`config.mk`:
```
export PLATFORM = sky130hd
export DESIGN_NAME = mem_bus
export DESIGN_NICKNAME = d
export VERILOG_FILES = /design/src/rtl/bus_pkg.sv /design/src/rtl/mem_bus_oam_dma.sv /design/src/rtl/mem_bus.sv
export SDC_FILE = /design/constraint.sdc
export NUM_CORES = 2
export LEC_CHECK = 0
export ABC_AREA = 1
export CAP_MARGIN = 30
export CORE_MARGIN = 10
export CORE_UTILIZATION = 45
export CTS_CLUSTER_SIZE = 12
export DETAILED_ROUTE_END_ITERATION = 16
export PLACE_DENSITY = 0.65
export SYNTH_ARGS = -nofsm -noshare
export SYNTH_HDL_FRONTEND = slang
export SYNTH_SLANG_ARGS = --single-unit
```
`constraint.sdc`:
```
create_clock -name clk -period 2.6 [get_ports clk]
set_clock_uncertainty 0.05 [all_clocks]
set_input_delay 0.39 -clock clk [delete_from_list [all_inputs] [get_ports clk]]
set_output_delay 0.39 -clock clk [all_outputs]
set_load 0.1 [all_outputs]
```
`src/rtl/bus_pkg.sv`:
```
// Shared types, address map constants and decode helpers for the CPU memory bus.
// Pure package: no logic, no latency.
// Used by mem_bus and oam_dma; region_t order CART..IO matches mem_cs bits 0..4.
package bus_pkg;

  localparam int HRAM_DEPTH_DEF      = 127;
  localparam int DMA_LEN_DEF         = 160;
  localparam int DMA_START_DELAY_DEF = 1;

  localparam logic [15:0] VRAM_BASE     = 16'h8000;
  localparam logic [15:0] CART_RAM_BASE = 16'hA000;
  localparam logic [15:0] WRAM_BASE     = 16'hC000;
  localparam logic [15:0] ECHO_BASE     = 16'hE000;
  localparam logic [15:0] ECHO_LAST     = 16'hFDFF;
  localparam logic [15:0] OAM_LAST      = 16'hFE9F;
  localparam logic [15:0] IO_BASE       = 16'hFF00;
  localparam logic [15:0] ADDR_DMA      = 16'hFF46;
  localparam logic [15:0] ADDR_BOOT_OFF = 16'hFF50;
  localparam logic [15:0] HRAM_BASE     = 16'hFF80;
  localparam logic [15:0] HRAM_LAST     = 16'hFFFE;

  // Values 0..4 are external regions and index mem_cs directly.
  typedef enum logic [2:0] {
    RGN_CART   = 3'd0,
    RGN_VRAM   = 3'd1,
    RGN_WRAM   = 3'd2,
    RGN_OAM    = 3'd3,
    RGN_IO     = 3'd4,
    RGN_HRAM   = 3'd5,
    RGN_DMAREG = 3'd6,
    RGN_NONE   = 3'd7
  } region_t;

  typedef enum logic [1:0] {
    DMA_IDLE  = 2'd0,
    DMA_START = 2'd1,
    DMA_XFER  = 2'd2
  } dma_state_t;

  function automatic region_t decode(input logic [15:0] a);
    region_t r;
    if (a < VRAM_BASE)          r = RGN_CART;
    else if (a < CART_RAM_BASE) r = RGN_VRAM;
    else if (a < WRAM_BASE)     r = RGN_CART;
    else if (a <= ECHO_LAST)    r = RGN_WRAM;
    else if (a <= OAM_LAST)     r = RGN_OAM;
    else if (a < IO_BASE)       r = RGN_NONE;
    else if (a == ADDR_DMA)     r = RGN_DMAREG;
    else if (a < HRAM_BASE)     r = RGN_IO;
    else if (a <= HRAM_LAST)    r = RGN_HRAM;
    else                        r = RGN_IO;
    return r;
  endfunction

  function automatic logic is_ext(input region_t r);
    return (r == RGN_CART) || (r == RGN_VRAM) || (r == RGN_WRAM) ||
           (r == RGN_OAM)  || (r == RGN_IO);
  endfunction

  function automatic logic [4:0] cs_of(input region_t r);
    logic [4:0] cs;
    case (r)
      RGN_CART: cs = 5'b00001;
      RGN_VRAM: cs = 5'b00010;
      RGN_WRAM: cs = 5'b00100;
      RGN_OAM:  cs = 5'b01000;
      RGN_IO:   cs = 5'b10000;
      default:  cs = 5'b00000;
    endcase
    return cs;
  endfunction

  // Echo RAM E000..FDFF aliases C000..DDFF: clear bit13 only inside that window,
  // so FExx/FFxx addresses (OAM, IO) are never folded down.
  function automatic logic [15:0] bus_addr(input logic [15:0] a);
    logic [15:0] b;
    b = a;
    if (a >= ECHO_BASE && a <= ECHO_LAST) b[13] = 1'b0;
    return b;
  endfunction

endpackage

```
`src/rtl/mem_bus_oam_dma.sv`:
```
// OAM DMA engine: FF46 write -> START delay -> DMA_LEN byte copies into OAM.
// Latency: first byte DMA_START_DELAY+1 cycles after the FF46 write edge, one byte per clock.
// No backpressure: sources are asynchronous and OAM accepts every cycle; o_lock marks bus ownership.
module oam_dma
  import bus_pkg::*;
#(
  parameter int DMA_LEN         = DMA_LEN_DEF,
  parameter int DMA_START_DELAY = DMA_START_DELAY_DEF
) (
  input  logic        i_clk,
  input  logic        i_rst,
  input  logic        i_start,
  input  logic [7:0]  i_start_hi,
  input  logic [7:0]  i_src_rdata,
  output logic [15:0] o_dma_addr,
  output logic [7:0]  o_src_hi,
  output logic        o_lock,
  output logic        o_active,
  output logic [7:0]  o_oam_addr,
  output logic [7:0]  o_oam_wdata,
  output logic        o_oam_we
);

  localparam logic [7:0] IDX_LAST = 8'(DMA_LEN - 1);
  localparam logic [7:0] DLY_LAST = 8'(DMA_START_DELAY - 1);

  dma_state_t r_state, w_state_nxt;
  logic [7:0] r_idx, w_idx_nxt;
  logic [7:0] r_dly, w_dly_nxt;
  logic [7:0] r_src_hi, w_src_hi_nxt;
  logic       w_xfer;

  // State, index, delay counter and FF46 source register.
  always_ff @(posedge i_clk) begin
    if (i_rst) begin
      r_state  <= DMA_IDLE;
      r_idx    <= 8'h00;
      r_dly    <= 8'h00;
      r_src_hi <= 8'h00;
    end else begin
      r_state  <= w_state_nxt;
      r_idx    <= w_idx_nxt;
      r_dly    <= w_dly_nxt;
      r_src_hi <= w_src_hi_nxt;
    end
  end

  // Next state: a start outside XFER (re)arms the delay; XFER saturates at the last index.
  always_comb begin
    w_state_nxt  = r_state;
    w_idx_nxt    = r_idx;
    w_dly_nxt    = r_dly;
    w_src_hi_nxt = r_src_hi;
    if (i_start && (r_state != DMA_XFER)) begin
      w_src_hi_nxt = i_start_hi;
      w_state_nxt  = DMA_START;
      w_dly_nxt    = 8'h00;
      w_idx_nxt    = 8'h00;
    end else begin
      case (r_state)
        DMA_START: begin
          if (r_dly == DLY_LAST) begin
            w_state_nxt = DMA_XFER;
            w_idx_nxt   = 8'h00;
          end else begin
            w_dly_nxt = r_dly + 8'h01;
          end
        end
        DMA_XFER: begin
          if (r_idx == IDX_LAST) w_state_nxt = DMA_IDLE;
          else                   w_idx_nxt   = r_idx + 8'h01;
        end
        default: ;
      endcase
    end
  end

  assign w_xfer      = (r_state == DMA_XFER);
  assign o_dma_addr  = {r_src_hi, r_idx};
  assign o_src_hi    = r_src_hi;
  assign o_lock      = w_xfer;
  assign o_active    = (r_state != DMA_IDLE);
  assign o_oam_we    = w_xfer;
  assign o_oam_addr  = w_xfer ? r_idx : 8'h00;
  assign o_oam_wdata = w_xfer ? i_src_rdata : 8'h00;

endmodule

```
`src/rtl/mem_bus.sv`:
```
// CPU memory-map decoder, HRAM and OAM DMA owner; optional boot ROM overlay under MEM_BUS_BOOTROM_EN.
// Latency: reads combinational (same cycle), writes take effect at the next clk edge.
// No backpressure: during DMA XFER the CPU sees FF / dropped writes everywhere except HRAM.
module mem_bus
  import bus_pkg::*;
#(
  parameter int HRAM_DEPTH      = HRAM_DEPTH_DEF,
  parameter int DMA_LEN         = DMA_LEN_DEF,
  parameter int DMA_START_DELAY = DMA_START_DELAY_DEF
) (
  input  logic        clk,
  input  logic        rst,
  input  logic        cpu_rd_en,
  input  logic        cpu_wr_en,
  input  logic [15:0] cpu_addr,
  input  logic [7:0]  cpu_wdata,
  output logic [7:0]  cpu_rdata,
  output logic [15:0] mem_addr,
  output logic [7:0]  mem_wdata,
  output logic        mem_rd,
  output logic        mem_wr,
  output logic [4:0]  mem_cs,
  input  logic [7:0]  cart_rdata,
  input  logic [7:0]  vram_rdata,
  input  logic [7:0]  wram_rdata,
  input  logic [7:0]  oam_rdata,
  input  logic [7:0]  io_rdata,
  output logic [7:0]  oam_addr,
  output logic [7:0]  oam_wdata,
  output logic        oam_we,
  output logic        dma_active
`ifdef MEM_BUS_BOOTROM_EN
  ,
  input  logic [7:0]  boot_rdata,
  output logic        boot_active
`endif
);

  localparam int HW = $clog2(HRAM_DEPTH);

  logic [7:0]  r_hram [0:HRAM_DEPTH-1];
  region_t     w_cpu_rgn, w_dma_rgn;
  logic        w_dma_lock, w_cpu_own, w_rd, w_wr, w_cpu_ext;
  logic        w_ff46_wr, w_hram_wr, w_boot_rd, w_boot_wr;
  logic [7:0]  w_boot_dat, w_dma_src_hi, w_dma_rdata;
  logic [15:0] w_dma_addr;

  assign w_cpu_rgn = decode(cpu_addr);
  assign w_dma_rgn = decode(w_dma_addr);
  // While DMA copies, the CPU only keeps HRAM; simultaneous rd+wr is treated as a write.
  assign w_cpu_own = !w_dma_lock || (w_cpu_rgn == RGN_HRAM);
  assign w_rd      = cpu_rd_en && !cpu_wr_en && w_cpu_own;
  assign w_wr      = cpu_wr_en && w_cpu_own;
  assign w_ff46_wr = w_wr && (w_cpu_rgn == RGN_DMAREG);
  assign w_hram_wr = w_wr && (w_cpu_rgn == RGN_HRAM);
  assign w_cpu_ext = (w_rd || w_wr) && is_ext(w_cpu_rgn) && !w_boot_rd && !w_boot_wr;

`ifdef MEM_BUS_BOOTROM_EN
  logic r_boot_active;

  assign w_boot_rd   = r_boot_active && w_rd && (cpu_addr[15:8] == 8'h00);
  assign w_boot_wr   = w_wr && (cpu_addr == ADDR_BOOT_OFF);
  assign w_boot_dat  = boot_rdata;
  assign boot_active = r_boot_active;

  // Overlay stays off until reset once any nonzero value is written to FF50.
  always_ff @(posedge clk) begin
    if (rst)                                 r_boot_active <= 1'b1;
    else if (w_boot_wr && (cpu_wdata != 0))  r_boot_active <= 1'b0;
  end
`else
  assign w_boot_rd  = 1'b0;
  assign w_boot_wr  = 1'b0;
  assign w_boot_dat = 8'hFF;
`endif

  // HRAM: contents survive reset, so only the write port is clocked.
  always_ff @(posedge clk) begin
    if (w_hram_wr) r_hram[cpu_addr[HW-1:0]] <= cpu_wdata;
  end

  oam_dma #(
    .DMA_LEN         (DMA_LEN),
    .DMA_START_DELAY (DMA_START_DELAY)
  ) u_dma (
    .i_clk       (clk),
    .i_rst       (rst),
    .i_start     (w_ff46_wr),
    .i_start_hi  (cpu_wdata),
    .i_src_rdata (w_dma_rdata),
    .o_dma_addr  (w_dma_addr),
    .o_src_hi    (w_dma_src_hi),
    .o_lock      (w_dma_lock),
    .o_active    (dma_active),
    .o_oam_addr  (oam_addr),
    .o_oam_wdata (oam_wdata),
    .o_oam_we    (oam_we)
  );

  // CPU read data; FF for no access, write cycles, locked-out regions and unmapped space.
  always_comb begin
    cpu_rdata = 8'hFF;
    if (w_rd) begin
      case (w_cpu_rgn)
        RGN_CART:   cpu_rdata = cart_rdata;
        RGN_VRAM:   cpu_rdata = vram_rdata;
        RGN_WRAM:   cpu_rdata = wram_rdata;
        RGN_OAM:    cpu_rdata = oam_rdata;
        RGN_IO:     cpu_rdata = io_rdata;
        RGN_HRAM:   cpu_rdata = r_hram[cpu_addr[HW-1:0]];
        RGN_DMAREG: cpu_rdata = w_dma_src_hi;
        default:    cpu_rdata = 8'hFF;
      endcase
    end
    if (w_boot_rd) cpu_rdata = w_boot_dat;
  end

  // DMA source byte; OAM cannot feed itself, so it reads FF like unmapped space.
  always_comb begin
    w_dma_rdata = 8'hFF;
    case (w_dma_rgn)
      RGN_CART:   w_dma_rdata = cart_rdata;
      RGN_VRAM:   w_dma_rdata = vram_rdata;
      RGN_WRAM:   w_dma_rdata = wram_rdata;
      RGN_IO:     w_dma_rdata = io_rdata;
      RGN_HRAM:   w_dma_rdata = r_hram[w_dma_addr[HW-1:0]];
      RGN_DMAREG: w_dma_rdata = w_dma_src_hi;
      default:    w_dma_rdata = 8'hFF;
    endcase
  end

  // Shared bus: DMA owns it during XFER, otherwise only external CPU accesses drive it.
  always_comb begin
    mem_addr  = 16'h0000;
    mem_wdata = 8'h00;
    mem_rd    = 1'b0;
    mem_wr    = 1'b0;
    mem_cs    = 5'b00000;
    if (w_dma_lock) begin
      mem_addr = bus_addr(w_dma_addr);
      mem_rd   = 1'b1;
      if (w_dma_rgn != RGN_OAM) mem_cs = cs_of(w_dma_rgn);
    end else if (w_cpu_ext) begin
      mem_addr  = bus_addr(cpu_addr);
      mem_rd    = w_rd;
      mem_wr    = w_wr;
      mem_wdata = w_wr ? cpu_wdata : 8'h00;
      mem_cs    = cs_of(w_cpu_rgn);
    end
  end

endmodule

```
# After elaboration in Yosys (flattened, before gate mapping)
# Memory sizes are Yosys's and may differ from the RTL's. A register that Yosys moved wholly into a read port is not among the register bits.
# Index checks and enable logic that the tools add are counted.
[word_totals]
ram_bits = 1016
out_inout_bits = 57
n_memories = 1
reg_bits = 26
[memory_table]
columns = ["name", "depth", "width", "read_ports", "rd_ports_with_merged_regs", "wr", "line", "source"]
rows = [
  ["r_hram", 127, 8, 2, 1, 1, "mem_bus.sv:41", "logic [7:0] r_hram [0:HRAM_DEPTH-1];"],
]
[classes]
add_sub_neg = 2
order_cmp = 18
n_mux = 50
n_reduce_logical = 28
bitwise_logic = 1
eq_ne = 24
[ops]
columns = ["cell", "n"]
rows = [
  ["$lt 16x16->1 const B", 10],
  ["$le 16x16->1 const B", 6],
  ["$mux 8", 8],
  ["$pmux 8 s7", 1],
  ["$pmux 5 s5", 2],
  ["$pmux 8 s6", 1],
  ["$eq 16x16->1 const B", 2],
  ["$ge 16x16->1 const B", 2],
  ["$mux 16", 2],
  ["$mux 3", 10],
  ["$eq 3x3->1 const B", 6],
  ["$add 8x1->8 const B", 2],
  ["$pmux 8 s2", 1],
  ["$mux 5", 3],
  ["$mux 7", 2],
  ["$mux 1", 13],
  ["$eq 3x2->1 const B", 4],
  ["$mux 2", 6],
  ["$logic_and 1x1->1", 9],
  ["$reduce_and 3->1", 3],
  ["$eq 8x8->1 const B", 1],
  ["$logic_not 8->1", 1],
  ["$eq 3x1->1 const B", 2],
  ["$logic_not 3->1", 2],
  ["other kinds (15)", 24],
]

# Longest topological paths before layout
[depth]
depth_word = 18
mapped_depth = 18
mapped_depth_nobuf = 17

# Modules after synthesis
# Synthesis repeated with hierarchy kept, for this count alone.
[unflattened]
hier_cells = 7255
area_unflattened_um2 = 57252.4
[modules_own_cells]
columns = ["mod", "cells_each", "area_per_inst_um2", "n_inst"]
rows = [
  ["mem_bus", 7008, 55600.8, 1],
  ["oam_dma", 247, 1651.6, 1],
]

# Worst setup path after synthesis
# No wires, ideal clock.
[synth_timing]
path_type = "input to output"
startpoint = "input port cpu_addr[1]"
endpoint = "output port mem_addr[13]"
t_required_ns = 2.160
slack_ns = -1.553
t_arrival_ns = 3.713
n_path_buf = 1
path_stages = 16
cell_sequence = "buf_4 nand2_1 inv_2 nand2_2 nor2_1 nand2_1 nand2_1 nand2_1 nand2_1 nand2_1 nand2_2 nand2_4 nand2_2 a21oi_4 inv_2 o21ai_0"
[synth_via]
elab_chain_cells = 18
word_cells_on_any_way = 38
[synth_rtl]
columns = ["item", "line", "source"]
rows = [
  ["start: declaration", "mem_bus.sv:15", "input logic [15:0] cpu_addr,"],
  ["$le 16x16->1", "bus_pkg.sv:50", "else if (a <= HRAM_LAST) r = RGN_HRAM;"],
  ["$mux 1", "bus_pkg.sv:50", ""],
  ["$mux 1", "bus_pkg.sv:49", "else if (a < HRAM_BASE) r = RGN_IO;"],
  ["$mux 2", "bus_pkg.sv:48", "else if (a == ADDR_DMA) r = RGN_DMAREG;"],
  ["$mux 2", "bus_pkg.sv:47", "else if (a < IO_BASE) r = RGN_NONE;"],
  ["$mux 3", "bus_pkg.sv:46", "else if (a <= OAM_LAST) r = RGN_OAM;"],
  ["$mux 3", "bus_pkg.sv:45", "else if (a <= ECHO_LAST) r = RGN_WRAM;"],
  ["$mux 3", "bus_pkg.sv:44", "else if (a < WRAM_BASE) r = RGN_CART;"],
  ["$mux 3", "bus_pkg.sv:43", "else if (a < CART_RAM_BASE) r = RGN_VRAM;"],
  ["$mux 3", "bus_pkg.sv:42", "if (a < VRAM_BASE) r = RGN_CART;"],
  ["$eq 3x1->1 / $logic_not 3->1 (equally long branches)", "bus_pkg.sv:56", "return (r == RGN_CART) || (r == RGN_VRAM) || (r == RGN_WRAM) ||"],
  ["$logic_or 1x1->1 (3 in a row)", "bus_pkg.sv:56", ""],
  ["$logic_or 1x1->1", "bus_pkg.sv:57", "(r == RGN_OAM) || (r == RGN_IO);"],
  ["$logic_and 1x1->1", "mem_bus.sv:56", "assign w_cpu_ext = (w_rd || w_wr) && is_ext(w_cpu_rgn) && !w_boot_rd && !w_boot_wr;"],
  ["$mux 16 (*)", "mem_bus.sv:143", "end else if (w_cpu_ext) begin"],
  ["$mux 16 (*)", "mem_bus.sv:139", "if (w_dma_lock) begin"],
  ["end: declaration", "mem_bus.sv:18", "output logic [15:0] mem_addr,"],
]
# Mark *: on every way between the ends. The rest lies on a longest branch, timed or not.

==> results by group <==
Run status
  • Status: finished with violations
  • Failing checks: setup timing

Final layout
  • Post-route insts no fill: 9398
  • Area Growth Syn to Fin: 30.9%
  • Most frequent cells in the layout: 2372 x nand2_1, 1016 x edfxtp_1, 618 x buf_4
  • Final instance area: 0.0744 mm2
  • Layout cells sized above 1: 23.9%
  • Filler cell count: 10600
  • Commonest non-fill, non-tap cell in the layout: nand2_1
  • Final #Nets: just under 8000

Worst setup path
  • Worst EP required: 2160 ps
  • Setup CP Type: reg2out
  • R2R Setup Slk: 180 ps
  • Critical Path Fanout Max: 28
  • WP data arrival: 3340 ps
  • Reg-to-reg startpoint: u_dma.r_idx[0]$_SDFFE_PP0P_
  • R2R depth: 8
  • Startpoint Class: flop
  • Setup crit end kind: output pin

Power
  • P_int: 29000 uW
  • Clock power frac: 42.4%
  • Seq pwr share: between 40% and 50%
  • Pwr per Cell Area: 517 mW/mm2
  • Switch share: 24.6%
  • Design Power: 38400 uW
  • Combinational share of power: 9.4%
  • Leakage: 0.0314 uW
  • Worst VDD drop: 0.627 mV
  • Switch Pwr: 9460 uW

CTS
  • Worst-Skew Late Latency: between 700 and 800 ps
  • Clk pin slew, worst setup/hold paths: 60 ps
  • Inserted Clock Buffers: between 100 and 150
  • Depth of the CTS H-tree: 3
  • Clk root buf: clkbuf_16
  • Max clock buf depth: 3
  • CTS tree: yes
  • Sink Count: 1049

Yosys
  • Syn Area/Cell: 8.08 um2
  • Distinct cells, synth: 47
  • Compound-Gate Fraction of Synth Area: under 10%
  • Flops & latches, synth: ~1000
  • Most used DFF post-synth: edfxtp_1
  • Synth Instances: 7034
  • Post-Synth Adder-Cell Area: 0.0881%
  • Post-synth EDFFs: 1016
  • Mapped cell area: 0.0568 mm2
  • Yosys warning count: 0
  • Largest family of logic cells by synthesized area: simple AND/OR/NAND/NOR gates
  • Register area share after synthesis: ~55%
  • Fraction of the mapped netlist area in simple logic gates: 29.8%
  • Post-Synth XOR/XNOR Area: less than 1%
  • Syn nets: 7106
  • Post-synthesis mux area share: 0%
  • Synth async-reset ratio: 0%

GRT
  • Global-route wire length before repair: approximately 330000 um
  • Grt ovf: 0
  • Initial antenna violation count: 7
  • Vias in the first global route: 51000
  • Largest net degree at the start of global routing: 96
  • GRT Resource Usage Total: 30.5%

STA
  • Final Max Slew Viols: 0
  • Final setup violation count: 46
  • Period utilization: 145%
  • RSZ-0062 raised after global routing: yes
  • Final hold vios: 0
  • Max-Slew Margin vs Limit: between 20 and 30%
  • Final worst slack: -1180 ps
  • Least-Margin Pin Slew: 1060 ps
  • Fmax: between 0.2 and 0.3 GHz
  • Crit path time final: between 3000 and 4000 ps

Die
  • # IOs: 125
  • Die W: approximately 380 um
  • Die H: approximately 380 um
  • Starting Density: 45.3%
  • Core area: 0.126 mm2
  • Die Area: 0.141 mm2
  • Row cnt: between 100 and 150

Flow run
  • # Max-Cap Violations: 0

Drt
  • Vias per inst: 5.84
  • Routed vias: 54900
  • DRT iter0 DRCs: 8805
  • Overall routed net length: 228000 um
  • Antenna viol nets, final: 0
  • 1st-pass router iterations: 9
  • Routed len/inst: 24.3 um
  • Drt drc: 0

Worst hold path
  • Beginning of the worst hold path: cpu_wdata[6]
  • HP Class: in2reg
  • Hold endpoint: r_hram[59][6]$_DFFE_PP_
  • Hold path depth: 1

Placement
  • Placed wire-length estimate: 152000 um
  • Placed Area: 0.0659 mm2
  • Input/output buffers: 124
  • Dpl cells: 9094
  • Gpl congestion: 1.03
  • Pre-CTS setup slack: -924 ps
[sequential cells by signal, summed over array words and instances (netlist names), named ones only]
register and count:
u_dma.r_state 2, r_hram 1016, u_dma.r_dly 8, u_dma.o_src_hi 8, u_dma.r_idx 8
[how the worst max path moves through the flow]
stage                               to
final                     oam_wdata[6]
after global routing      oam_wdata[6]
after CTS                 oam_wdata[7]
after detailed placement  cpu_rdata[3]
after global placement    cpu_rdata[3]
after floorplan            mem_addr[0]
[final cells by class]
type | count | area (um2) | area share (%)
multi-input combinational | 4879 | 24400 | 32.7
inverter | 677 | 2650 | 3.56
tap | 1650 | 2060 | 2.78
timing repair inverter | 2 | 22.5 | 0.0303
antenna | 1 | 2.50 | 0.00336
timing repair buffer | 931 | 10400 | 14.0
clock inverter | 68 | 617 | 0.829
clock buffer | 141 | 3060 | 4.11
sequential | 1049 | 31200 | 41.9
[critical path: stages, from the launching register on]
cell      delay, ps
dfxtp_4         380
buf_12          210
inv_8           130
buf_16          210
o211ai_1        210
nand3_1         160
nand3_1         140
nand3_2         150
nand3_2         140
nand3_2         110
nand2_4         140
nand2_2          70
a21oi_4         280
buf_12          210
[kinds of logic (layout without fill, tap and decap cells)]
group | count (synthesis) | in the layout
adder cells (fa/ha/maj) | 4 | 4
flip-flops | 1049 | 1049
other | 0 | 1
XOR/XNOR | 3 | 3
AO/OA/AOI/OAI | 774 | 774
AND/OR/NAND/NOR | 4098 | 4098
buffers and inverters | 1106 | 1819
[cells in the mapped netlist (11+ instances only)]
library cell,count,area share [%]
a21oi_1,79,0.70
buf_1,67,0.44
buf_2,179,1.6
clkbuf_1,168,1.1
dfxtp_1,33,1.2
edfxtp_1,1016,54
inv_1,666,4.4
nand2_1,2645,17
nand3_1,780,6.9
nand4_1,31,0.34
nor2_1,468,3.1
nor3_1,11,0.097
o211ai_1,46,0.61
o21ai_0,554,4.9
o21ai_1,11,0.097
o22ai_1,56,0.62
o22ai_2,12,0.26
or2_2,133,1.5
[through the flow]
stage	setup TNS [ps]	hold slack [ps]	utilization [%]
4_1_cts	-18420	12.6	57.6
3_5_place_dp	-463450	412	52.5
6_report	-21030	56.9	59.2
5_1_grt	-24410	40.5	59.2
2_1_floorplan	-11210	392	-
3_3_place_gp	-498220	398	52.5
[routing by layer]
metal / track usage, % / up-vias / wire, um
li1: - / 24300 / -
met1: 41.1 / 25900 / 85600
met2: 46.1 / 3971 / 98600
met3: 6.59 / 717 / 30600
met4: 16.0 / 4 / 13500
met5: 0 / - / 29
[repair_timing]
item / in CTS / in global routing
hold buffers: 2 / 0
setup endpoints to repair: 47 / 55
hold endpoints to repair: 5 / 0
resized for setup: 582 / 439
pin swaps: 160 / 236
gates cloned: 17 / 19
setup buffers: 35 / 37
[power groups by stage]
stage	Sequential, uW	Combinational (uW)	Clock, uW
global placement	18900	3160	0
detailed placement	18900	3180	0
floorplan	18900	1410	0
CTS	18500	3370	16400
global route	18500	3760	17100
finish	18500	3620	16300
(Power assumes the default switching activity.)
